<file path="src/rtl/alu_pkg.sv">
// Shared definitions for the MIPS-32 ALU slice-serial add/sub path.
package alu_pkg;

  localparam int ALU_WIDTH = 32;
  localparam int ALU_SLICE = 8;

  localparam logic ALU_OP_ADD = 1'b0;
  localparam logic ALU_OP_SUB = 1'b1;

  typedef enum logic [1:0] {
    IDLE = 2'd0,
    RUN  = 2'd1,
    DONE = 2'd2
  } alu_state_e;

endpackage

</file>
<file path="src/rtl/alu_adder_slice.sv">
// Combinational W-bit adder slice: {cout, sum} = a + b + cin.
module alu_adder_slice #(
  parameter int W = 8
) (
  input  logic [W-1:0] a,
  input  logic [W-1:0] b,
  input  logic         cin,
  output logic [W-1:0] sum,
  output logic         cout
);

  assign {cout, sum} = {1'b0, a} + {1'b0, b} + {{W{1'b0}}, cin};

endmodule

</file>
<file path="src/rtl/alu_adder_seq.sv">
// Area-reduced add/sub: one shared SLICE-bit adder walks the operands LSB slice
// first, chaining the carry through a register, under start/busy/done control.
module alu_adder_seq
  import alu_pkg::*;
#(
  parameter int WIDTH = ALU_WIDTH,
  parameter int SLICE = ALU_SLICE
) (
  input  logic             clk,
  input  logic             rst_n,
  input  logic             start,
  input  logic             op_sub,
  input  logic [WIDTH-1:0] a,
  input  logic [WIDTH-1:0] b,
  output logic             busy,
  output logic             done,
  output logic [WIDTH-1:0] result,
  output logic             carry_out,
  output logic             overflow,
  output logic             zero
);

  localparam int NSLICE = WIDTH / SLICE;
  localparam int IW     = (NSLICE > 1) ? $clog2(NSLICE) : 1;
  localparam logic [IW-1:0] LAST_IDX = IW'(NSLICE - 1);

  if ((WIDTH % SLICE) != 0 || NSLICE < 1) begin : g_bad_params
    $error("alu_adder_seq: WIDTH must be a positive multiple of SLICE");
  end

  alu_state_e       state;
  logic [WIDTH-1:0] a_lat;
  logic [WIDTH-1:0] b_lat;
  logic [IW-1:0]    idx;
  logic             carry;

  logic [SLICE-1:0] slice_a;
  logic [SLICE-1:0] slice_b;
  logic [SLICE-1:0] slice_sum;
  logic             slice_cout;
  logic [WIDTH-1:0] result_nxt;

  // result_nxt is the result word with the current slice merged in, so the
  // zero/overflow flags can see the final slice in the same cycle it is written.
  always_comb begin
    slice_a    = a_lat[int'(idx)*SLICE +: SLICE];
    slice_b    = b_lat[int'(idx)*SLICE +: SLICE];
    result_nxt = result;
    result_nxt[int'(idx)*SLICE +: SLICE] = slice_sum;
  end

  alu_adder_slice #(
    .W (SLICE)
  ) u_slice (
    .a    (slice_a),
    .b    (slice_b),
    .cin  (carry),
    .sum  (slice_sum),
    .cout (slice_cout)
  );

  always_ff @(posedge clk or negedge rst_n) begin
    if (!rst_n) begin
      state     <= IDLE;
      a_lat     <= '0;
      b_lat     <= '0;
      idx       <= '0;
      carry     <= 1'b0;
      result    <= '0;
      carry_out <= 1'b0;
      overflow  <= 1'b0;
      zero      <= 1'b0;
    end else begin
      case (state)
        IDLE: begin
          if (start) begin
            // Subtract is A + ~B + 1: invert B here and seed the carry with op_sub.
            a_lat <= a;
            b_lat <= (op_sub == ALU_OP_SUB) ? ~b : b;
            carry <= op_sub;
            idx   <= '0;
            state <= RUN;
          end
        end
        RUN: begin
          result <= result_nxt;
          carry  <= slice_cout;
          if (idx == LAST_IDX) begin
            state     <= DONE;
            carry_out <= slice_cout;
            overflow  <= (a_lat[WIDTH-1] == b_lat[WIDTH-1]) &&
                         (result_nxt[WIDTH-1] != a_lat[WIDTH-1]);
            zero      <= (result_nxt == '0);
          end else begin
            idx <= idx + 1'b1;
          end
        end
        DONE: begin
          state <= IDLE;
        end
        default: begin
          state <= IDLE;
        end
      endcase
    end
  end

  assign busy = (state != IDLE);
  assign done = (state == DONE);

endmodule

</file>
<file path="config.mk">
export PLATFORM = sky130hd
export DESIGN_NAME = alu_adder_seq
export DESIGN_NICKNAME = d
export VERILOG_FILES = /design/src/rtl/alu_pkg.sv /design/src/rtl/alu_adder_slice.sv /design/src/rtl/alu_adder_seq.sv
export SDC_FILE = /design/constraint.sdc
export NUM_CORES = 1
export LEC_CHECK = 0
export CORE_MARGIN = 2
export CORE_UTILIZATION = 47
export CTS_CLUSTER_SIZE = 20
export DETAILED_ROUTE_END_ITERATION = 12
export PLACE_DENSITY = 0.77
export SLEW_MARGIN = 15
export SYNTH_ARGS = -nofsm -noshare
export SYNTH_HDL_FRONTEND = slang
export SYNTH_SLANG_ARGS = --single-unit
</file>
<file path="constraint.sdc">
create_clock -name clk -period 3.5 [get_ports clk]
set_clock_uncertainty 0.2 [all_clocks]
set_input_delay 0.35 -clock clk [delete_from_list [all_inputs] [get_ports clk]]
set_output_delay 0.35 -clock clk [all_outputs]
set_load 0.02 [all_outputs]
</file>
==> results of run 1 <==
layout make-up:
class	count	share of cell area, %
Inverter	10	0.569
Sequential cell	104	39.5
Tap cell	140	2.66
Clock buffer	11	2.14
Multi-Input combinational cell	295	36.8
Timing Repair Buffer	120	17.7
Clock inverter	5	0.607
metal layers:
metal / vias to the layer above / track usage (%) / wire (um)
li1: 1784 / - / -
met1: 1847 / 29.7 / 5210
met2: 104 / 37.2 / 6020
met3: 10 / 4.04 / 656
met4: 0 / 6.59 / 124
met5: - / 0 / 0
cell families after synthesis:
| logic type | Yosys count | synth area share [%] |
|---|---|---|
| flip-flops | 104 | 50.8 |
| AO/OA/AOI/OAI | 102 | 14.1 |
| AND/OR/NAND/NOR | 94 | 8.61 |
| multiplexers | 49 | 14.3 |
| XOR/XNOR | 35 | 5.98 |
| buffers and inverters | 29 | 2.32 |
| adder cells (fa/ha/maj) | 15 | 3.95 |
how the worst max path moves through the flow:
stage                      start  endpoint
after detailed placement  idx[0]      zero
after global routing      idx[0]      zero
after floorplan           idx[0]      zero
after CTS                 idx[0]      zero
after global placement    idx[0]      zero
final                     idx[0]      zero
placed cells by master, fill, tap and decap left out, drive strengths merged, types with 3 or more instances in the layout:
| cell type | instances |
|---|---|
| a31oi | 3 |
| mux2 | 33 |
| nand2b | 3 |
| nand4 | 3 |
| a21o | 3 |
| clkdlybuf4s50 | 102 |
| clkinv | 4 |
| buf | 17 |
| nor3 | 4 |
| nor2b | 3 |
| nor4 | 9 |
| xnor2 | 33 |
| dfrtp | 104 |
| a211o | 3 |
| nand2 | 17 |
| nor2 | 44 |
| o21ai | 8 |
| inv | 11 |
| a211oi | 3 |
| mux4 | 16 |
| a21oi | 36 |
| a22o | 32 |
| clkbuf | 11 |
| ha | 13 |
stage by stage:
stage          instances  setup WS, ps  hold slack (ps)  cell area, um2  util (%)
2_1_floorplan        428          36.4             -146            5150         -
3_3_place_gp         666          67.8              165            6390      59.4
3_5_place_dp         666         -15.9              171            6390      59.4
4_1_cts              683          24.9              300            6580      61.2
5_1_grt              685         -61.5              338            6600      61.4
6_report             685          98.3              295            6600      61.4
power groups by stage:
| stage | Combinational [mW] | Clock (mW) | Sequential (mW) |
|---|---|---|---|
| 5_1_grt | 5.55 | 0.773 | 2.11 |
| 4_1_cts | 5.03 | 0.722 | 2.03 |
| 3_5_place_dp | 5.01 | 0 | 2.06 |
| 6_report | 5.06 | 0.703 | 2.03 |
| 3_3_place_gp | 4.94 | 0 | 2.04 |
| 2_1_floorplan | 3.19 | 0 | 2.08 |
timing repair:
action                                  CTS  global route
resized for setup                         1             2
hold endpoints to repair                 41             0
endpoints found under the setup margin    1             7
hold buffers                              1             0
setup buffers                             0             2
pin swaps                                 0             4
worst register-to-register path, stage by stage (launching register included):
cell,delay (ps)
sky130_fd_sc_hd__dfrtp_2,430
sky130_fd_sc_hd__mux4_2,550
sky130_fd_sc_hd__fa_2,390
sky130_fd_sc_hd__fa_2,360
sky130_fd_sc_hd__a211o_1,310
sky130_fd_sc_hd__a211o_1,350
sky130_fd_sc_hd__a221oi_4,360
sky130_fd_sc_hd__nand3b_1,150
sky130_fd_sc_hd__a21o_1,130
sky130_fd_sc_hd__a22oi_2,50
flip-flops by register name, summed over array words and instances (netlist names), 2 cells and up:
signal	cells
state	2
idx	2
a_lat	32
result	32
b_lat	32
Yosys cell counts (2+ instances only):
cell type	count
sky130_fd_sc_hd__mux4_2	16
sky130_fd_sc_hd__nand2_1	16
sky130_fd_sc_hd__a31oi_1	3
sky130_fd_sc_hd__a21oi_1	36
sky130_fd_sc_hd__ha_1	13
sky130_fd_sc_hd__dfrtp_1	104
sky130_fd_sc_hd__fa_1	2
sky130_fd_sc_hd__mux2_2	33
sky130_fd_sc_hd__a211oi_1	3
sky130_fd_sc_hd__nor2b_1	3
sky130_fd_sc_hd__xnor2_1	33
sky130_fd_sc_hd__clkbuf_1	7
sky130_fd_sc_hd__buf_2	8
sky130_fd_sc_hd__nand3_1	2
sky130_fd_sc_hd__or3_1	2
sky130_fd_sc_hd__a211o_1	3
sky130_fd_sc_hd__a22o_1	32
sky130_fd_sc_hd__inv_1	10
sky130_fd_sc_hd__xor2_1	2
sky130_fd_sc_hd__o21a_1	2
sky130_fd_sc_hd__nand2b_1	3
sky130_fd_sc_hd__nor2_1	44
sky130_fd_sc_hd__nor4_1	9
sky130_fd_sc_hd__nor3_1	4
sky130_fd_sc_hd__buf_1	4
sky130_fd_sc_hd__o21ai_0	7
sky130_fd_sc_hd__nand4_1	3
sky130_fd_sc_hd__a21o_1	2
==> run_summary.xml, run 1 <==
<?xml version="1.0" encoding="UTF-8"?>
<metrics>
  <group name="floorplan">
    <metric name="effective_utilization_at_floorplan" unit="%">47.7</metric>
    <metric name="dieArea" unit="um2">11800</metric>
    <metric name="core_region_area" unit="um2">10700</metric>
    <metric name="die_y" unit="um">108</metric>
    <metric name="die_w" unit="um">108</metric>
    <metric name="io-pin-count" unit="">105</metric>
    <metric name="placementRows" unit="">38</metric>
  </group>
  <group name="clock_network">
    <metric name="ctsHtreeMaxLevel" unit="">3</metric>
    <metric name="clock_tree_from_tritoncts" unit="">built</metric>
    <metric name="cts_made_buffers" unit="">9</metric>
    <metric name="clockBufferDepth" unit="">2</metric>
    <metric name="cts_sinks" unit="">104</metric>
    <metric name="clk_pin_slew" unit="ps">100</metric>
    <metric name="worstSkewPairLatency" unit="ps">370</metric>
    <metric name="cell_at_the_root_of_the_clock_tree" unit="">sky130_fd_sc_hd__clkbuf_8</metric>
  </group>
  <group name="power">
    <metric name="share_clk_of_total_power" unit="%">9.0</metric>
    <metric name="power.ir.vdd_worst" unit="V">0.000702</metric>
    <metric name="p_per_area" unit="nW/um2">1180</metric>
    <metric name="fin_total_pwr" unit="mW">7.80</metric>
    <metric name="p_int" unit="mW">4.29</metric>
    <metric name="share_comb_of_total_power" unit="%">64.9</metric>
    <metric name="p_sw_share" unit="%">45.0</metric>
    <metric name="p_seq_share" unit="%">26.1</metric>
    <metric name="netSwitchingPower" unit="mW">3.51</metric>
    <metric name="power.leakage" unit="nW">2.73</metric>
  </group>
  <group name="global_route">
    <metric name="first_global_vias" unit="">3905</metric>
    <metric name="antenna_found_initial" unit="">0</metric>
    <metric name="grt_start_max_net_pins" unit="">100</metric>
    <metric name="global_route_wire_length_before_repair" unit="mm">19.9</metric>
    <metric name="grt_usage" unit="%">22.3</metric>
    <metric name="overflow" unit="">0</metric>
  </group>
  <group name="synthesis">
    <metric name="synthArstFlopShare" unit="%">100</metric>
    <metric name="netlist.area_leader.share" unit="%">50.8</metric>
    <metric name="synth_largest_area_cell" unit="">sky130_fd_sc_hd__dfrtp_1</metric>
    <metric name="yosys_register_bits" unit="">104</metric>
    <metric name="synth-edff-count" unit="">0</metric>
    <metric name="post_synth.cell_area_avg" unit="um2">12.0</metric>
    <metric name="synthFlopType" unit="">sky130_fd_sc_hd__dfrtp_1</metric>
    <metric name="yosysUniqueCellTypes" unit="">50</metric>
    <metric name="synthCells" unit="">428</metric>
    <metric name="synthesis.area" unit="um2">5130</metric>
    <metric name="synth.top_cells.by_area" unit="">sky130_fd_sc_hd__dfrtp_1, sky130_fd_sc_hd__mux2_2, sky130_fd_sc_hd__mux4_2</metric>
    <metric name="ys_seq_area_share" unit="%">50.8</metric>
    <metric name="synth_warnings" unit="">0</metric>
    <metric name="net_count_synth" unit="">511</metric>
  </group>
  <group name="worst_setup_path">
    <metric name="cp_data_required_time" unit="ps">3550</metric>
    <metric name="r2r_slack" unit="ps">100</metric>
    <metric name="crit_type" unit="">register to register</metric>
    <metric name="worst_path_dominant_cell_family" unit="">compound AO/OA/AOI/OAI gates</metric>
    <metric name="worstReg2RegStart" unit="">idx[0]</metric>
    <metric name="worstSetupStartpointType" unit="">register</metric>
    <metric name="timing.critical_path.to_type" unit="">register</metric>
    <metric name="worstPathCellList" unit="">mux4_2, fa_2, fa_2, a211o_1, a211o_1, a221oi_4, nand3b_1, a21o_1, a22oi_2</metric>
    <metric name="cp.arrival" unit="ps">3450</metric>
    <metric name="critical_path_depth" unit="">9</metric>
    <metric name="worst-path-max-fanout" unit="">5</metric>
    <metric name="slowest_stage_cell_on_the_critical_path" unit="">sky130_fd_sc_hd__mux4_2</metric>
    <metric name="critical_path.max_stage_delay" unit="ps">540</metric>
    <metric name="worst-r2r-cell-count" unit="">9</metric>
    <metric name="worstPathBufferInverterCount" unit="">0</metric>
    <metric name="reg2reg_to" unit="">zero</metric>
  </group>
  <group name="run_status">
    <metric name="outcome" unit="">finished clean</metric>
  </group>
  <group name="run">
    <metric name="timing.max_cap.violations" unit="">0</metric>
  </group>
  <group name="timing">
    <metric name="final-max-slew-violation-count" unit="">0</metric>
    <metric name="final_hold_viol_count" unit="">0</metric>
    <metric name="timing_worst_slew_pin_value" unit="ps">887</metric>
    <metric name="clock.fmax" unit="MHz">294</metric>
    <metric name="post-route-period-util" unit="%">97.2</metric>
    <metric name="report.final.setup_viol" unit="">0</metric>
    <metric name="rsz_0062_raised_after_global_routing" unit="">yes</metric>
    <metric name="max-slew-margin-rel" unit="%">40.9</metric>
    <metric name="final.setup.tns" unit="ps">0</metric>
    <metric name="finalWorstPathRequiredPeriod" unit="ps">3400</metric>
  </group>
  <group name="layout">
    <metric name="n_fill_cell" unit="">903</metric>
    <metric name="num_antenna_cells" unit="">0</metric>
    <metric name="final_net_count" unit="">623</metric>
    <metric name="multi_input_area" unit="um2">2430</metric>
    <metric name="flow.area_growth_from_synthesis" unit="%">28.6</metric>
    <metric name="fraction_of_layout_instances_using_a_drive_strength_above_1" unit="%">17.1</metric>
    <metric name="register_area" unit="um2">2600</metric>
  </group>
  <group name="hold_path">
    <metric name="min_path_type" unit="">input pin to asynchronous set/reset pin</metric>
  </group>
  <group name="routing">
    <metric name="drt-initial-drc-count" unit="">154</metric>
    <metric name="firstDrtPassIters" unit="">4</metric>
    <metric name="post-route-drc-count" unit="">0</metric>
    <metric name="wl" unit="mm">12.0</metric>
    <metric name="route.antenna.remaining_nets" unit="">0</metric>
    <metric name="routed_wire_length_per_instance" unit="um">17.5</metric>
    <metric name="vias_per_cell" unit="">5.47</metric>
    <metric name="routed-via-count" unit="">3745</metric>
  </group>
  <group name="place">
    <metric name="gp_congestion" unit="">0.817</metric>
    <metric name="dp_hpwl" unit="mm">9.10</metric>
    <metric name="buffer_ports.inserted" unit="">104</metric>
  </group>
</metrics>
(Power assumes the default switching activity.)
==> run 2: changes to the inputs <==
--- a/config.mk
+++ b/config.mk
@@ -7,9 +7,11 @@
 export LEC_CHECK = 0
 export CORE_MARGIN = 2
 export CORE_UTILIZATION = 47
+export CTS_BUF_LIST = sky130_fd_sc_hd__clkbuf_16
 export CTS_CLUSTER_SIZE = 20
 export DETAILED_ROUTE_END_ITERATION = 12
 export PLACE_DENSITY = 0.77
+export SETUP_SLACK_MARGIN = 0.02
 export SLEW_MARGIN = 15
 export SYNTH_ARGS = -nofsm -noshare
 export SYNTH_HDL_FRONTEND = slang
==> run 2 against run 1 <==
  * Clock power up 33%
  * Combinational power about the same
  * Flip-flop and latch count unchanged
  * Critical path type unchanged
  * Die area unchanged
  * Wire length up 1.2%
  * Non-clock buffer count unchanged
==> run_summary.xml, run 2 (synthesis results as in run 1) <==
<?xml version="1.0" encoding="UTF-8"?>
<metrics>
  <group name="run">
    <metric name="timing.max_cap.violations" unit="">0</metric>
  </group>
  <group name="worst_setup_path">
    <metric name="timing.critical_path.to_type" unit="">register</metric>
    <metric name="worstSetupStartpointType" unit="">register</metric>
    <metric name="worstReg2RegStart" unit="">idx[0]</metric>
    <metric name="crit_type" unit="">register to register</metric>
    <metric name="slowest_stage_cell_on_the_critical_path" unit="">sky130_fd_sc_hd__mux4_2</metric>
    <metric name="cp.arrival" unit="ps">3410</metric>
    <metric name="worstPathCellList" unit="">mux4_2, fa_2, fa_2, a211o_1, a211o_1, a221oi_4, nand3b_1, a21o_1, a22oi_2</metric>
    <metric name="critical_path.max_stage_delay" unit="ps">550</metric>
    <metric name="cp-startpoint" unit="">idx[0]</metric>
    <metric name="cp_data_required_time" unit="ps">3520</metric>
    <metric name="worst-path-max-fanout" unit="">5</metric>
    <metric name="reg2reg_to" unit="">zero</metric>
    <metric name="worstPathBufferInverterCount" unit="">0</metric>
    <metric name="worst_path_dominant_cell_family" unit="">compound AO/OA/AOI/OAI gates</metric>
    <metric name="r2r_slack" unit="ps">110</metric>
    <metric name="worst-r2r-cell-count" unit="">9</metric>
  </group>
  <group name="floorplan">
    <metric name="io-pin-count" unit="">105</metric>
    <metric name="core_region_area" unit="um2">10700</metric>
    <metric name="die_y" unit="um">108</metric>
    <metric name="dieArea" unit="um2">11800</metric>
    <metric name="die_w" unit="um">108</metric>
    <metric name="placementRows" unit="">38</metric>
    <metric name="effective_utilization_at_floorplan" unit="%">47.7</metric>
  </group>
  <group name="timing">
    <metric name="worst_hold_slack" unit="ps">302</metric>
    <metric name="final_hold_viol_count" unit="">0</metric>
    <metric name="max-slew-margin-rel" unit="%">40.9</metric>
    <metric name="worst_slack" unit="ps">108</metric>
    <metric name="report.final.setup_viol" unit="">0</metric>
    <metric name="post-route-period-util" unit="%">96.9</metric>
    <metric name="final.setup.tns" unit="ps">0</metric>
    <metric name="rsz_0062_raised_after_global_routing" unit="">yes</metric>
    <metric name="finalWorstPathRequiredPeriod" unit="ps">3390</metric>
    <metric name="clock.fmax" unit="MHz">295</metric>
    <metric name="final-max-slew-violation-count" unit="">0</metric>
    <metric name="timing_worst_slew_pin_value" unit="ps">886</metric>
  </group>
  <group name="layout">
    <metric name="n_fill_cell" unit="">876</metric>
    <metric name="num_antenna_cells" unit="">0</metric>
    <metric name="final_net_count" unit="">623</metric>
    <metric name="fraction_of_layout_instances_using_a_drive_strength_above_1" unit="%">16.9</metric>
    <metric name="layout_common_cells" unit="">sky130_fd_sc_hd__dfrtp_1, sky130_fd_sc_hd__clkdlybuf4s50_1, sky130_fd_sc_hd__nor2_1</metric>
    <metric name="flow.area_growth_from_synthesis" unit="%">30.4</metric>
    <metric name="layout.cells.most_common" unit="">sky130_fd_sc_hd__dfrtp_1</metric>
    <metric name="layout_top_registers" unit="">a_lat (32), b_lat (32), result (32)</metric>
    <metric name="postLayoutCellArea" unit="um2">6690</metric>
  </group>
  <group name="routing">
    <metric name="route.antenna.remaining_nets" unit="">0</metric>
    <metric name="routed-via-count" unit="">3784</metric>
    <metric name="drt-initial-drc-count" unit="">129</metric>
    <metric name="routed_wire_length_per_instance" unit="um">17.8</metric>
    <metric name="post-route-drc-count" unit="">0</metric>
    <metric name="vias_per_cell" unit="">5.52</metric>
    <metric name="wl" unit="mm">12.2</metric>
    <metric name="firstDrtPassIters" unit="">4</metric>
  </group>
  <group name="power">
    <metric name="power.ir.vdd_worst" unit="V">0.000643</metric>
    <metric name="power.leakage" unit="nW">2.78</metric>
    <metric name="p_per_area" unit="nW/um2">1200</metric>
    <metric name="p_int" unit="mW">4.49</metric>
    <metric name="fin_total_pwr" unit="mW">8.04</metric>
    <metric name="netSwitchingPower" unit="mW">3.55</metric>
    <metric name="p_sw_share" unit="%">44.2</metric>
    <metric name="share_clk_of_total_power" unit="%">11.6</metric>
    <metric name="p_seq_share" unit="%">25.4</metric>
    <metric name="share_comb_of_total_power" unit="%">63.0</metric>
  </group>
  <group name="global_route">
    <metric name="first_global_vias" unit="">3941</metric>
    <metric name="grt_usage" unit="%">22.3</metric>
    <metric name="grt_start_max_net_pins" unit="">100</metric>
    <metric name="global_route_wire_length_before_repair" unit="mm">20.1</metric>
    <metric name="antenna_found_initial" unit="">0</metric>
    <metric name="overflow" unit="">0</metric>
  </group>
  <group name="clock_network">
    <metric name="ctsHtreeMaxLevel" unit="">3</metric>
    <metric name="worstSkewPairLatency" unit="ps">350</metric>
    <metric name="clk_pin_slew" unit="ps">70</metric>
    <metric name="cts_sinks" unit="">104</metric>
    <metric name="clockBufferDepth" unit="">2</metric>
    <metric name="clock_tree_from_tritoncts" unit="">built</metric>
    <metric name="cell_at_the_root_of_the_clock_tree" unit="">sky130_fd_sc_hd__clkbuf_16</metric>
    <metric name="cts_made_buffers" unit="">9</metric>
  </group>
  <group name="place">
    <metric name="gp_congestion" unit="">0.817</metric>
    <metric name="buffer_ports.inserted" unit="">104</metric>
    <metric name="dp_hpwl" unit="mm">9.10</metric>
    <metric name="placed_cell_area" unit="um2">6390</metric>
    <metric name="setup_slack_after_placement" unit="ps">-15.9</metric>
  </group>
  <group name="hold_path">
    <metric name="timing.hold.worst_path_depth" unit="">2</metric>
    <metric name="hold_crit_endpoint" unit="">carry_out</metric>
    <metric name="min_path_type" unit="">register to register</metric>
    <metric name="worst_hold_startpoint" unit="">carry_out</metric>
  </group>
  <group name="run_status">
    <metric name="outcome" unit="">finished clean</metric>
  </group>
</metrics>
==> run 2: worst max-delay path by stage <==
stage / cells past startpoint / endpoint
floorplan: 10 / zero
global placement: 9 / zero
detailed placement: 9 / zero
CTS: 9 / zero
global route: 9 / zero
finish: 9 / zero
==> run 2: timing repair <==
item	4_1_cts	5_1_grt
hold buffers	1	0
setup endpoints to repair	1	7
hold endpoints to repair	41	0
buffers inserted	0	2
pin swaps	0	4
gates resized for setup	1	2
==> run 2: layer usage <==
metal	vias to the layer above	routed length (um)	track usage [%]	part of all wire, %
li1	1795	-	-	-
met1	1866	5350	30.0	44
met2	104	5970	37.3	49
met3	19	634	3.07	5.2
met4	0	203	7.60	1.7
met5	-	0	0	0
==> run 2: area by class of cell <==
| class | instances | area, um2 | share of cell area [%] |
|---|---|---|---|
| Sequential cell | 104 | 2600 | 38.9 |
| Multi-Input combinational cell | 295 | 2430 | 36.3 |
| Timing Repair Buffer | 120 | 1170 | 17.5 |
| Clock buffer | 9 | 225 | 3.37 |
| Tap cell | 140 | 175 | 2.62 |
| Clock inverter | 7 | 47.5 | 0.711 |
| Inverter | 10 | 37.5 | 0.561 |
==> run 2: power groups by stage <==
stage	clock (mW)	sequential, mW	combinational [mW]
2_1_floorplan	0	2.08	3.19
3_3_place_gp	0	2.04	4.94
3_5_place_dp	0	2.06	5.01
4_1_cts	0.947	2.05	5.03
5_1_grt	1.00	2.12	5.54
6_report	0.933	2.05	5.06
==> run 2: per-stage QoR <==
stage	instances	util, %
global placement	666	59.4
global route	685	62.2
detailed placement	666	59.4
floorplan	428	-
CTS	683	62.1
finish	685	62.2
==> run 2: worst reg2reg max path, delay by kind of cell (launching register included) <==
| family | cells | cell delay, ps |
|---|---|---|
| flops | 1 | 430 |
| mux | 1 | 550 |
| simple gates | 1 | 150 |
| compound gates | 5 | 1190 |
| fa+ha+maj | 2 | 750 |
==> run 3: changes to the inputs <==
--- a/config.mk
+++ b/config.mk
@@ -8,6 +8,7 @@
 export CORE_MARGIN = 2
 export CORE_UTILIZATION = 47
 export CTS_BUF_LIST = sky130_fd_sc_hd__clkbuf_16
+export CTS_CLUSTER_DIAMETER = 200
 export CTS_CLUSTER_SIZE = 20
 export DETAILED_ROUTE_END_ITERATION = 12
 export PLACE_DENSITY = 0.77
==> results of run 3 <==
No change in the layout: final DEF, timing and power equal those of run 2.
